[config.mk]
export PLATFORM = sky130hd
export DESIGN_NAME = bypass_seq
export DESIGN_NICKNAME = d
export VERILOG_FILES = /design/src/rtl/bypass_pkg.sv /design/src/rtl/bypass_ch.sv /design/src/rtl/bypass_seq.sv
export SDC_FILE = /design/constraint.sdc
export NUM_CORES = 1
export LEC_CHECK = 0
export BUFFER_PORTS_ARGS = -buffer_cell sky130_fd_sc_hd__buf_2
export CAP_MARGIN = 10
export CORE_MARGIN = 3
export CORE_UTILIZATION = 40
export DETAILED_ROUTE_END_ITERATION = 10
export PLACE_DENSITY_LB_ADDON = 0.12
export SYNTH_ARGS = -nofsm -noshare
export SYNTH_HDL_FRONTEND = slang
export SYNTH_SLANG_ARGS = --single-unit
[constraint.sdc]
create_clock -name clk -period 2.6 [get_ports clk]
set_clock_uncertainty 0.05 [all_clocks]
set_input_delay 0.13 -clock clk [delete_from_list [all_inputs] [get_ports clk]]
set_output_delay 0.13 -clock clk [all_outputs]
set_load 0.02 [all_outputs]
[src/rtl/bypass_pkg.sv]
// Shared definitions for the bypass sequencer: channel state encoding and
// default timing constants (in 200 us ticks).
package bypass_pkg;

  typedef enum logic [2:0] {
    IDLE     = 3'd0,
    ARM      = 3'd1,
    CLOSE    = 3'd2,
    BYPASSED = 3'd3,
    FB_FAIL  = 3'd4
  } bypass_state_e;

  localparam int DLY_W_DEF     = 8;
  localparam int DLY_TICKS_DEF = 100;
  localparam int FB_TMO_DEF    = 50;

  function automatic logic state_is_active(input bypass_state_e s);
    return (s == CLOSE) || (s == BYPASSED) || (s == FB_FAIL);
  endfunction

endpackage

[src/rtl/bypass_ch.sv]
// One bypass channel: fault-persistence delay, latched bypass drive and,
// when BYPASS_FB_CHECK_EN is defined, a contactor-feedback timeout check.
//   state    | meaning
//   IDLE     | no fault, drive off
//   ARM      | fault present, counting persistence ticks
//   CLOSE    | drive on, waiting for contactor feedback
//   BYPASSED | drive on, latched until released by clr
//   FB_FAIL  | drive on, feedback never arrived, fb_fault raised
module bypass_ch
  import bypass_pkg::*;
#(
  parameter int DLY_W     = DLY_W_DEF,
  parameter int DLY_TICKS = DLY_TICKS_DEF,
  parameter int FB_TMO    = FB_TMO_DEF
) (
  input  logic clk,
  input  logic rstn,
  input  logic tick,
  input  logic call_fault,
  input  logic cmd_bypass,
  input  logic clr,
  input  logic bypass_fb_n,
  output logic bypass_o,
  output logic byp_active,
  output logic fb_fault,
  output logic busy
);

  localparam logic [DLY_W-1:0] ONE     = DLY_W'(1);
  localparam logic [DLY_W-1:0] DLY_LIM = DLY_W'(DLY_TICKS);

  bypass_state_e    state_q;
  logic [DLY_W-1:0] dly_cnt_q;
  logic [DLY_W-1:0] dly_nxt;
  logic             bypass_q;
  logic             active_q;
  logic             busy_q;
  logic             release_ok;

  assign dly_nxt    = dly_cnt_q + ONE;
  assign release_ok = clr & ~call_fault & ~cmd_bypass;

`ifdef BYPASS_FB_CHECK_EN
  localparam logic [DLY_W-1:0] TMO_LIM = DLY_W'(FB_TMO);

  logic [DLY_W-1:0] tmo_cnt_q;
  logic [DLY_W-1:0] tmo_nxt;
  logic             fb_meta_q;
  logic             fb_sync_q;
  logic             fb_fault_q;

  assign tmo_nxt  = tmo_cnt_q + ONE;
  assign fb_fault = fb_fault_q;

  // Synchroniser idles high so reset never looks like a closed contactor.
  always_ff @(posedge clk or negedge rstn) begin
    if (!rstn) begin
      fb_meta_q <= 1'b1;
      fb_sync_q <= 1'b1;
    end else begin
      fb_meta_q <= bypass_fb_n;
      fb_sync_q <= fb_meta_q;
    end
  end
`else
  logic unused_fb;
  assign unused_fb = ^{bypass_fb_n, DLY_W'(FB_TMO)};
  assign fb_fault  = 1'b0;
`endif

  always_ff @(posedge clk or negedge rstn) begin
    if (!rstn) begin
      state_q    <= IDLE;
      dly_cnt_q  <= '0;
      bypass_q   <= 1'b0;
      active_q   <= 1'b0;
      busy_q     <= 1'b0;
`ifdef BYPASS_FB_CHECK_EN
      tmo_cnt_q  <= '0;
      fb_fault_q <= 1'b0;
`endif
    end else begin
      case (state_q)
        IDLE: begin
          if (cmd_bypass) begin
            state_q   <= CLOSE;
            dly_cnt_q <= '0;
            bypass_q  <= 1'b1;
            active_q  <= 1'b1;
            busy_q    <= 1'b1;
`ifdef BYPASS_FB_CHECK_EN
            tmo_cnt_q <= '0;
`endif
          end else if (call_fault) begin
            state_q   <= ARM;
            dly_cnt_q <= '0;
            busy_q    <= 1'b1;
          end
        end

        ARM: begin
          if (cmd_bypass) begin
            state_q   <= CLOSE;
            dly_cnt_q <= '0;
            bypass_q  <= 1'b1;
            active_q  <= 1'b1;
`ifdef BYPASS_FB_CHECK_EN
            tmo_cnt_q <= '0;
`endif
          end else if (!call_fault) begin
            // Any gap in the fault restarts the persistence window.
            state_q   <= IDLE;
            dly_cnt_q <= '0;
            busy_q    <= 1'b0;
          end else if (tick) begin
            if (dly_nxt == DLY_LIM) begin
              state_q   <= CLOSE;
              dly_cnt_q <= '0;
              bypass_q  <= 1'b1;
              active_q  <= 1'b1;
`ifdef BYPASS_FB_CHECK_EN
              tmo_cnt_q <= '0;
`endif
            end else if (dly_cnt_q != '1) begin
              dly_cnt_q <= dly_nxt;
            end
          end
        end

        CLOSE: begin
`ifdef BYPASS_FB_CHECK_EN
          if (!fb_sync_q) begin
            state_q <= BYPASSED;
          end else if (tick) begin
            if (tmo_nxt == TMO_LIM) begin
              state_q    <= FB_FAIL;
              fb_fault_q <= 1'b1;
            end else if (tmo_cnt_q != '1) begin
              tmo_cnt_q <= tmo_nxt;
            end
          end
`else
          state_q <= BYPASSED;
`endif
        end

        BYPASSED, FB_FAIL: begin
          if (release_ok) begin
            state_q    <= IDLE;
            bypass_q   <= 1'b0;
            active_q   <= 1'b0;
            busy_q     <= 1'b0;
`ifdef BYPASS_FB_CHECK_EN
            tmo_cnt_q  <= '0;
            fb_fault_q <= 1'b0;
`endif
          end
        end

        default: begin
          state_q   <= IDLE;
          dly_cnt_q <= '0;
          bypass_q  <= 1'b0;
          active_q  <= 1'b0;
          busy_q    <= 1'b0;
        end
      endcase
    end
  end

  assign bypass_o   = bypass_q;
  assign byp_active = active_q;
  assign busy       = busy_q;

endmodule

[src/rtl/bypass_seq.sv]
// Multi-channel bypass sequencer: N_CH independent bypass_ch instances.
// Optional contactor-feedback check is enabled by defining BYPASS_FB_CHECK_EN.
module bypass_seq
  import bypass_pkg::*;
#(
  parameter int N_CH      = 4,
  parameter int DLY_W     = DLY_W_DEF,
  parameter int DLY_TICKS = DLY_TICKS_DEF,
  parameter int FB_TMO    = FB_TMO_DEF
) (
  input  logic            clk,
  input  logic            rstn,
  input  logic            tick,
  input  logic [N_CH-1:0] call_fault,
  input  logic [N_CH-1:0] cmd_bypass,
  input  logic [N_CH-1:0] clr,
  input  logic [N_CH-1:0] bypass_fb_n,
  output logic [N_CH-1:0] bypass_o,
  output logic [N_CH-1:0] byp_active,
  output logic [N_CH-1:0] fb_fault,
  output logic            busy
);

  logic [N_CH-1:0] ch_busy;

  for (genvar g = 0; g < N_CH; g++) begin : g_ch
    bypass_ch #(
      .DLY_W     (DLY_W),
      .DLY_TICKS (DLY_TICKS),
      .FB_TMO    (FB_TMO)
    ) u_ch (
      .clk         (clk),
      .rstn        (rstn),
      .tick        (tick),
      .call_fault  (call_fault[g]),
      .cmd_bypass  (cmd_bypass[g]),
      .clr         (clr[g]),
      .bypass_fb_n (bypass_fb_n[g]),
      .bypass_o    (bypass_o[g]),
      .byp_active  (byp_active[g]),
      .fb_fault    (fb_fault[g]),
      .busy        (ch_busy[g])
    );
  end

  // Per-channel busy bits are flops, so the OR stays aligned with bypass_o.
  assign busy = |ch_busy;

endmodule

## After elaboration in Yosys (flattened, before gate mapping)

Index checks and enable logic that the tools add are counted.

- Input bits: 19
- Output and inout port bits: 13
- Word-level logic and storage cells: 253
- Register bits: 52

- Multiplexer cells: 112
- Reduce and logical (&&, ||, !) cells: 29
- Add/subtract/negate cells: 4
- Equal/unequal tests: 68
- Bitwise logic cells: 24

Operator list:

| kind | count |
|---|---|
| two-way mux 8 bit | 28 |
| case mux 8 bit (3 select lines) | 4 |
| two-way mux 3 bit | 28 |
| case mux 3 bit (4 select lines) | 4 |
| two-way mux 1 bit | 40 |
| != test 3 bit, second input constant | 12 |
| adder 8 x 1 -> 8 bit, second input constant | 4 |
| == test 8 x 7 -> 1 bit, second input constant | 4 |
| != test 8 bit, second input constant | 4 |
| case mux 1 bit (4 select lines) | 8 |
| AND reduction 4 bit | 8 |
| == test 3 x 2 -> 1 bit, second input constant | 8 |
| != test 2 bit, second input constant | 12 |
| AND reduction 6 bit | 4 |
| != test 5 x 3 -> 1 bit, second input constant | 4 |
| AND reduction 5 bit | 4 |
| != test 4 x 3 -> 1 bit, second input constant | 4 |
| != test 4 bit, second input constant | 4 |
| inverter 1 bit | 16 |
| == test 3 x 1 -> 1 bit, second input constant | 4 |
| == test 3 bit, second input constant | 4 |
| zero test 3 bit | 4 |
| != test 3 x 2 -> 1 bit, second input constant | 4 |
| OR reduction 3 bit | 4 |
| 4 further kinds | 17 |

## Logic depth before layout (Yosys ltp)

Gate-level depths: netlist (run 1).

- Word-level depth: 7
- Depth in mapped cells: 6
- Mapped depth without buffers: 6

## Hierarchy

Synthesis (run 1) repeated with hierarchy kept, for this count alone.

- Cell total of the unflattened synthesis: 365
- Area, all modules: 3153.0 sq um

By module, submodules not included:

| module | seq. area each (sq um) | cells an instance | instances | area an instance (sq um) |
|---|---|---|---|---|
| bypass_ch at g_ch[1].u_ch ... | 300.3 | 96 | 2 | 799.5 |
| bypass_ch at g_ch[0].u_ch ... | 300.3 | 86 | 2 | 773.2 |
| bypass_seq | 0.0 | 1 | 1 | 7.5 |

## Worst setup path after synthesis (run 1)

No wires, ideal clock.

- Path kind: register to register
- Start point: register g_ch[1].u_ch.dly_cnt_q[0]
- End point: register g_ch[1].u_ch.dly_cnt_q[1]
- Library setup time: 0.122 ns
- Cell stages (with the launch flop): 6
- Data required time: 2.428 ns
- Clock period less this slack: 1.887 ns
- Setup slack: 0.713 ns
- Arrival: 1.715 ns
- Buffers on the path: 0
- Cells stage by stage: dfrtp_1 -> ha_1 -> or4b_1 -> nor3_1 -> nor2_1 -> a32o_1

- Longest elaborated chain between the ends: 7
- Elaborated cells between the ends (all ways): 11
- Classes of those cells: 1 x add/sub; 3 x eq/ne; 6 x mux; 1 x reduce/logical

RTL lines:

| what | RTL line | source |
|---|---|---|
| start: declaration | bypass_ch.sv:33 | `logic [DLY_W-1:0] dly_cnt_q;` |
| start signal: assignment | bypass_ch.sv:125 | `dly_cnt_q <= dly_nxt;` |
| adder 8 x 1 -> 8 bit | bypass_ch.sv:40 | `assign dly_nxt = dly_cnt_q + ONE;` |
| == test 8 x 7 -> 1 bit or two-way mux 8 bit (tied branches) | bypass_ch.sv:116, bypass_ch.sv:124 |  |
| two-way mux 8 bit | bypass_ch.sv:116 | `if (dly_nxt == DLY_LIM) begin` |
| two-way mux 8 bit | bypass_ch.sv:115 | `end else if (tick) begin` |
| two-way mux 8 bit | bypass_ch.sv:110 | `end else if (!call_fault) begin` |
| two-way mux 8 bit | bypass_ch.sv:102 | `if (cmd_bypass) begin` |
| case mux 8 bit (3 select lines) | bypass_ch.sv:83 | `case (state_q)` |

Parallel ways exist; a longest one is shown, timed or not. The select of a mux whose other input is x is not followed.
A chain may end at the register's enable or synchronous reset.

## Worst setup path after layout (run 1)

Ends and elaborated chain as after synthesis.

==> results of run 1 <==
==> sequential cells by signal, indices dropped and copies added, names as in the netlist <==
name                 count
g_ch.u_ch.dly_cnt_q     32
g_ch.u_ch.state_q        8
g_ch.u_ch.busy           4
g_ch.u_ch.bypass_o       4
==> critical path, delay by kind of cell, from the launching register on <==
kind / cells / cell delay, ns
AOI/OAI and AO/OA: 1 / 0.29
adders and majority gates: 1 / 0.29
DFF: 1 / 0.39
and+or+nand+nor: 3 / 1.00
==> layout make-up <==
class / instances / area, um2
clock buffers: 7 / 86.3
clock inverters: 1 / 7.51
fillers: 698 / 3770
inverters: 7 / 26.3
multi-input cells: 279 / 1590
flip-flops and latches: 48 / 1200
well taps: 96 / 120
repair buffers: 26 / 140
==> worst paths after layout <==
kind / from / end / cells after the start
hold / removal: cmd_bypass[0] / g_ch[0].u_ch.state_q[1]$_DFFE_PN0P_ / 3
setup / recovery: g_ch[1].u_ch.dly_cnt_q[0]$_DFFE_PN0P_ / g_ch[1].u_ch.dly_cnt_q[1]$_DFFE_PN0P_ / 5
setup reg to reg: g_ch[1].u_ch.dly_cnt_q[0]$_DFFE_PN0P_ / g_ch[1].u_ch.dly_cnt_q[1]$_DFFE_PN0P_ / 5
min in group asynchronous: rstn / g_ch[0].u_ch.state_q[0]$_DFFE_PN0P_ / 3
hold reg to reg: g_ch[1].u_ch.dly_cnt_q[0]$_DFFE_PN0P_ / g_ch[1].u_ch.dly_cnt_q[0]$_DFFE_PN0P_ / 1
max in group asynchronous: rstn / g_ch[1].u_ch.dly_cnt_q[0]$_DFFE_PN0P_ / 3
==> synth_stat cells, drive strengths merged, types with 2 or more instances <==
cell,number,area [um2]
nand2b,4,25.0
a31oi,2,12.5
dfrtp,48,1200
and4,3,26.3
a21o,6,45.0
nor2,33,124
or4b,2,20.0
o21ai,32,160
nand4,5,31.3
a41oi,3,26.3
and2,2,12.5
a32o,2,20.0
a41o,2,20.0
or2,6,40.0
a2bb2oi,2,17.5
nand3,22,115
a21oi,33,165
nor3,10,50.1
or3,4,25.0
clkbuf,8,30.0
or4,2,18.8
nand2,46,173
inv,7,26.3
xnor2,2,17.5
nand3b,4,30.0
a311oi,2,23.8
nor2b,2,12.5
o22ai,3,18.8
o31ai,8,60.1
buf,14,100
ha,4,50.1
o21bai,2,15.0
nand4bb,2,22.5
and3,8,51.3
==> through the flow <==
step | instances | power (W) | setup WS, ns
finish | 464 | 0.00195 | 0.481
global route | 464 | 0.00210 | 0.358
CTS | 464 | 0.00198 | 0.494
detailed placement | 455 | 0.00149 | 0.499
global placement | 455 | 0.00148 | 0.536
floorplan | 356 | 0.00139 | 0.713
==> what timing repair did <==
action | 4_1_cts | 5_1_grt
hold endpoints to repair | 48 | 0
hold buffers | 1 | 0
setup buffers | 0 | 0
==> kinds of logic after synthesis <==
| group | synth area share (%) |
|---|---|
| mux | 0.383 |
| compound gates | 22.2 |
| simple gates | 28.5 |
| fa+ha+maj | 1.70 |
| other cells | 0.128 |
| buf+inv | 5.32 |
| flops | 40.9 |
| xor+xnor | 0.894 |
==> per-layer routing <==
layer	GRT usage (%)	wire, um	part of all wire [%]	up-vias
met5	0	0	0	-
met4	5.20	36	0.60	0
met3	2.95	242	4.0	2
met2	22.0	2730	45	45
met1	21.7	3020	50	1184
li1	-	-	-	1305
==> report_power, final <==
part / internal, W / switching, W / leakage (nW)
clock: 0.000217 / 0.000260 / 0.0445
sequential: 0.000841 / 0.000143 / 0.621
combinational: 0.000195 / 0.000291 / 0.700
==> cell usage in the layout, fill, tap and decap left out, types with 3 or more instances in the layout <==
master	n
nand4_1	5
or2_2	4
dfrtp_1	48
and3_1	7
nand2_1	46
nand3_1	21
a41oi_1	3
nor3_1	10
conb_1	4
a21oi_1	33
inv_1	7
ha_1	4
clkbuf_8	6
nand2b_1	4
and4_1	3
o31ai_1	8
or3_1	4
nand3b_1	4
o21ai_0	21
nor2_1	33
buf_2	23
o22ai_1	3
o21ai_1	11
a21o_1	6
==> metrics list, run 1 <==
- The run finished with clean final reports.
- Die area: 8420 um2
- Synthesis handed over a netlist of 353 instances.
- Post-route DRC: 0
- In the final timing run, aggregate negative setup slack is 0 ns.
- Async set-reset flop share out of synthesis: 100%
- Setup violations remaining at the end of the flow were counted as 0.
- Post-synthesis instance area: 2940 um2
* Minimum clock period after layout: 2.12 ns
- Global routing used 14.9% of the available tracks.
* Final Instance Area: 3180 um2
* Max Fanout on Critical Path: 7
* Clock tree from TritonCTS: done
- 32 I/O pins were placed.
* Core utilization of the finished layout: 45.7%
* Maximum buffer depth of the clock tree: 2
* Hold Slack: 0.0630 ns
* Number of synthesized register bits: 48
- Fraction of layout instances using a drive strength above 1: 11.4%
- The initial utilization of the core area, before any placement, comes to 42.3%.
* Post-detail-place hpwl: 4.22 mm
- STA puts the critical path data required time at 2.75 ns.
- The clock tree synthesis step divided the H-tree into 2 levels.
- The floorplan step defined a core boundary enclosing 6940 um2.
* Ys Warns: 0
- Using the TritonRoute via totals, the vias-per-cell ratio works out to 5.47.
- Antenna violations before repair: 0
- Sequential cells were found to cover 40.9% of the synthesized design area.
- After clock tree synthesis, the clock-pin slew on the worst setup and hold paths is 0.09 ns.
- Measured against its own limit, the worst slew margin works out to 59.0%.
* Max stage delay cell, worst path: or4b_1
- Via count of the first global-routing pass: 2176
- From synthesis to final layout, the design area changed by 8.00%.
* Via count: 2536
- At the later pin of the worst-skew pair, clock insertion delay measures 0.30 ns.
- Hold Fails Final Rpt: 0
- Maximum clock frequency: 0.472 GHz
- Transition time at the pin with the least slew margin: 0.615 ns
- The tool flagged a number of max-cap violations equal to 0.
- Traced cell by cell, the critical path runs through ha_1, or4b_1, nor3_1, nor2_1, a32o_1.
- Post-CTS Resized: 0
* Synth unique cells: 60
- Average cell area after synthesis: 8.33 um2
- Number of nets at the end of the flow: 390
- The min-delay analysis places its worst path in the category in2reg.
- Once placement finished, the instance area stood at 3070 um2.
- Clock tree synthesis inserted a total of 5 buffers.
- Routability Congestion: 0.842
- The final-report max-slew violation count came to 0.
* Count of input and output buffers: 23
- Slowest Stage Delay on Critical Path: 0.46 ns
* Inserted Diodes: 0
- CTS placed an instance of clkbuf_8 at the clock tree root.
- Count of antenna-violating nets left after detailed routing: 0
- Post-synth EDFFs: 0
- The worst setup path is captured at a flop.
* Overall routed net length: 6.03 mm
- Largest net degree at the start of global routing: 49
- Row generation in the floorplan step produced 30 rows.
* Die extent in y: 91.7 um
* Total power per unit cell area: 613 nW/um2
- Setup repair after global routing left no endpoint under its margin.
* Critical path launch point type: flop
- Iteration count of the initial detailed-routing pass: 4
* Crit Path Class: reg2reg
- Summed over all layers, the global routing overflow is 0.
- The floorplan step set the die width to 91.7 um.
- In the final routed layout, each cell accounts on average for 13.0 um.
* Wire length of the first global-routing pass: 10.4 mm
- The analysis attributes to cell leakage a power of 1.37 nW.
- TritonCTS Sinks: 48
- Starting DRC count in detailed routing: 70
- VDD IR-drop max: 289 uV
* Setup slack on the worst flop-to-flop path: 0.48 ns
* Crit path DAT: 2.27 ns
- Most used DFF post-synth: dfrtp_1
- Dividing the final minimum period by the clock period gives 81.5%.
Note: power is estimated with default switching activity, not from simulation.
==> run 2: changes to the inputs <==
==> constraint.sdc (replaced) <==
create_clock -name clk -period 1.8 [get_ports clk]
set_clock_uncertainty 0.05 [all_clocks]
set_input_delay 0.09 -clock clk [delete_from_list [all_inputs] [get_ports clk]]
set_output_delay 0.09 -clock clk [all_outputs]
set_load 0.02 [all_outputs]
==> metrics list, run 2 (synthesis gave the netlist of run 1 again) <==
- Run status: complete, but fails checks
- The final reports fail on negative setup slack.
* Regs by FF count: g_ch.u_ch.dly_cnt_q (32), g_ch.u_ch.state_q (8)
- The count of cells along the worst register-to-register path is 5 (unchanged).
- The estimated wirelength of the detail-placed design came to 4.73 mm (+12%).
- Count of input and output buffers: 23 (unchanged)
- Fraction of layout instances using a drive strength above 1: 22.4% (+11 points)
- Clock insertion delay at the later pin of the skew report: 0.30 ns (about the same)
- In this run the clock root is driven by a clkbuf_8.
- The total clock buffers created by CTS came to 5 (unchanged).
- The area of all placed cells without fillers came to 3560 um2 (+12%).
- Number of nets at the end of the flow: 429 (+10%)
- The DRC violation count after routing is 0 (unchanged).
* Minimum clock period after layout: 1.86 ns (-0.262 ns)
* Maximum buffer depth of the clock tree: 2 (unchanged)
- Period utilization: 103% (+22 points)
* Flip-flop count of the largest register, all copies and words added: 32 (unchanged)
- Largest net degree at the start of global routing: 30 (-39%)
* Count of placed standard cells in the final layout, fillers left out: 503 (+8.4%)
- The total global routing overflow is 0 (unchanged).
- The final standard cell utilization of the core is 51.3% (+5.5 points).
* Die extent in y: 91.7 um (unchanged)
- Area growth syn-to-layout: 21.1%
- Final slew viol count: 0 (unchanged)
- The library cell used most frequently in the layout, excluding fill and tap cells, is dfrtp_1.
- Final setup margin: -0.0569 ns (-0.538 ns)
- The floorplan row count was 30 (unchanged).
- The average wire per standard cell was 13.0 um (+0.48%).
* Num ports: 32 (unchanged)
- Area after detailed placement: 3340 um2 (+8.9%)
- Endpoint kind of the worst setup timing path: flop
* Via count of the first global-routing pass: 2435 (+12%)
* Clock edge transition at the registers on the reported setup and hold paths: 0.09 ns (about the same)
- The area of the placeable core is 6940 um2 (unchanged).
* Clock tree from TritonCTS: done
- The wire length of the first global-routing pass came to 11.3 mm (+9.0%).
- Crit. Startpoint: g_ch[0].u_ch.dly_cnt_q[2]$_DFFE_PN0P_
- Final number of setup-violating endpoints: 3 (+3)
* Data required, critical path: 1.96 ns (-0.79 ns)
- The first-pass detailed-route iteration total came to 4 (unchanged).
- Crit path DAT: 2.02 ns (-0.25 ns)
- Die area: 8420 um2 (unchanged)
* Worst min-delay path class: in2reg
- Counting flops per register, the top entry is g_ch.u_ch.dly_cnt_q.
- TritonCTS Sinks: 48 (unchanged)
- The post-route antenna net violation count was 0 (unchanged).
- Antenna violations before repair: 0 (unchanged)
* Placed insts: 489 (+7.5%)
* Total power per unit cell area: 861 nW/um2 (+40%)
- VDD IR-drop max: 306 uV (+5.9%)
* Count of max-cap constraint violations: 0 (unchanged)
- The final estimated routing congestion in global placement was 0.836 (-0.64%).
* Critical path launch point type: flop
- The global-route usage over all layers was 16.2% (+1.3 points).
- The total number of vias came to 2712 (+6.9%).
- The post-detailed-route via-to-cell ratio is 5.39 (-1.4%).
* Max Fanout on Critical Path: 5 (-2)
* Hold Fails Final Rpt: 0 (unchanged)
- Chip Width: 91.7 um (unchanged)
* Hold Slack: 0.0442 ns (-0.0188 ns)
- The number of DRC violations after detailed-routing iteration 0 was 95 (+36%).
- The antenna diode instance count is 0 (unchanged).
* Starting utilization of the core area: 42.3% (unchanged)
* Setup slack after placement: -0.0647 ns (-0.563 ns)
- In this run the worst setup path terminates at g_ch[0].u_ch.dly_cnt_q[7]$_DFFE_PN0P_.
- Setup repair after global routing could not meet its margin everywhere.
- Setup slack on the worst flop-to-flop path: -0.06 ns (-0.54 ns)
* Leakage power: 1.59 nW (+16%)
- Beginning of the worst register-to-register path: g_ch[0].u_ch.dly_cnt_q[2]$_DFFE_PN0P_
- Reg2Reg Capture Point: g_ch[0].u_ch.dly_cnt_q[7]$_DFFE_PN0P_
- # H-tree levels: 2 (unchanged)
- Maximum clock frequency: 0.539 GHz (+14%)
* Highest-count cells in the layout ignoring fill and taps: dfrtp_1, nand2_1, buf_4
* Crit Path Class: reg2reg
- Overall routed net length: 6.56 mm (+8.9%)
[run 2: cell types whose count changed in the layout (fill, tap and decap cells not counted), sizes merged]
cell | previous run | this run
buf | 25 | 64
clkinv | 0 | 1
clkbuf | 7 | 6
clkinvlp | 1 | 0
bufinv | 0 | 1
[run 2: layout make-up]
class	count	area, um2
clock buffer	6	72.6
clock inverter	2	35.0
fill	668	3380
inverter	7	26.3
multi-input combinational	279	1650
sequential	48	1200
tap	96	120
timing repair buffer	65	453
[run 2: stage by stage]
step / setup TNS, ns / power (W)
floorplan: -0.0641 / 0.00200
global placement: -0.0314 / 0.00227
detailed placement: -0.148 / 0.00228
CTS: -0.177 / 0.00310
global route: -0.623 / 0.00329
finish: -0.136 / 0.00307
[run 2: worst min-delay path by stage]
| stage | start | to | slack, ns | cells after the start |
|---|---|---|---|---|
| after floorplan | rstn | g_ch[0].u_ch.busy$_DFFE_PN0P_ | -0.26 | 0 |
| after global placement | rstn | g_ch[2].u_ch.dly_cnt_q[3]$_DFFE_PN0P_ | 0.03 | 1 |
| after detailed placement | rstn | g_ch[2].u_ch.dly_cnt_q[3]$_DFFE_PN0P_ | 0.03 | 1 |
| after CTS | cmd_bypass[0] | g_ch[0].u_ch.state_q[1]$_DFFE_PN0P_ | 0.03 | 3 |
| after global routing | cmd_bypass[0] | g_ch[0].u_ch.state_q[1]$_DFFE_PN0P_ | 0.06 | 3 |
| final | cmd_bypass[0] | g_ch[0].u_ch.state_q[1]$_DFFE_PN0P_ | 0.04 | 3 |
[run 2: report_power, final]
part	switching, W	internal [W]	total (W)	leakage (nW)
Sequential	0.000163	0.00122	0.00138	0.620
Combinational	0.000497	0.000411	0.000908	0.912
Clock	0.000367	0.000413	0.000780	0.0552
[run 2: critical path, cell delays in order (launching register included)]
cell     delay [ns]
dfrtp_1        0.40
or4_4          0.53
or4b_4         0.23
nand3_4        0.10
or2_4          0.27
o31ai_2        0.19
[run 2: repair_timing]
action / in CTS / in global routing
setup endpoints to repair: 3 / 18
hold buffers: 1 / 0
resized for setup: 5 / 11
setup buffers: 2 / 4
pin swaps: 4 / 10
hold endpoints to repair: 19 / 0
[run 2: metal layers]
metal | GRT usage (%) | vias up | part of all wire, %
li1 | - | 1382 | -
met4 | 4.46 | 0 | 0.44
met2 | 25.3 | 40 | 47
met1 | 22.6 | 1288 | 49
met5 | 0 | - | 0
met3 | 3.61 | 2 | 3.6
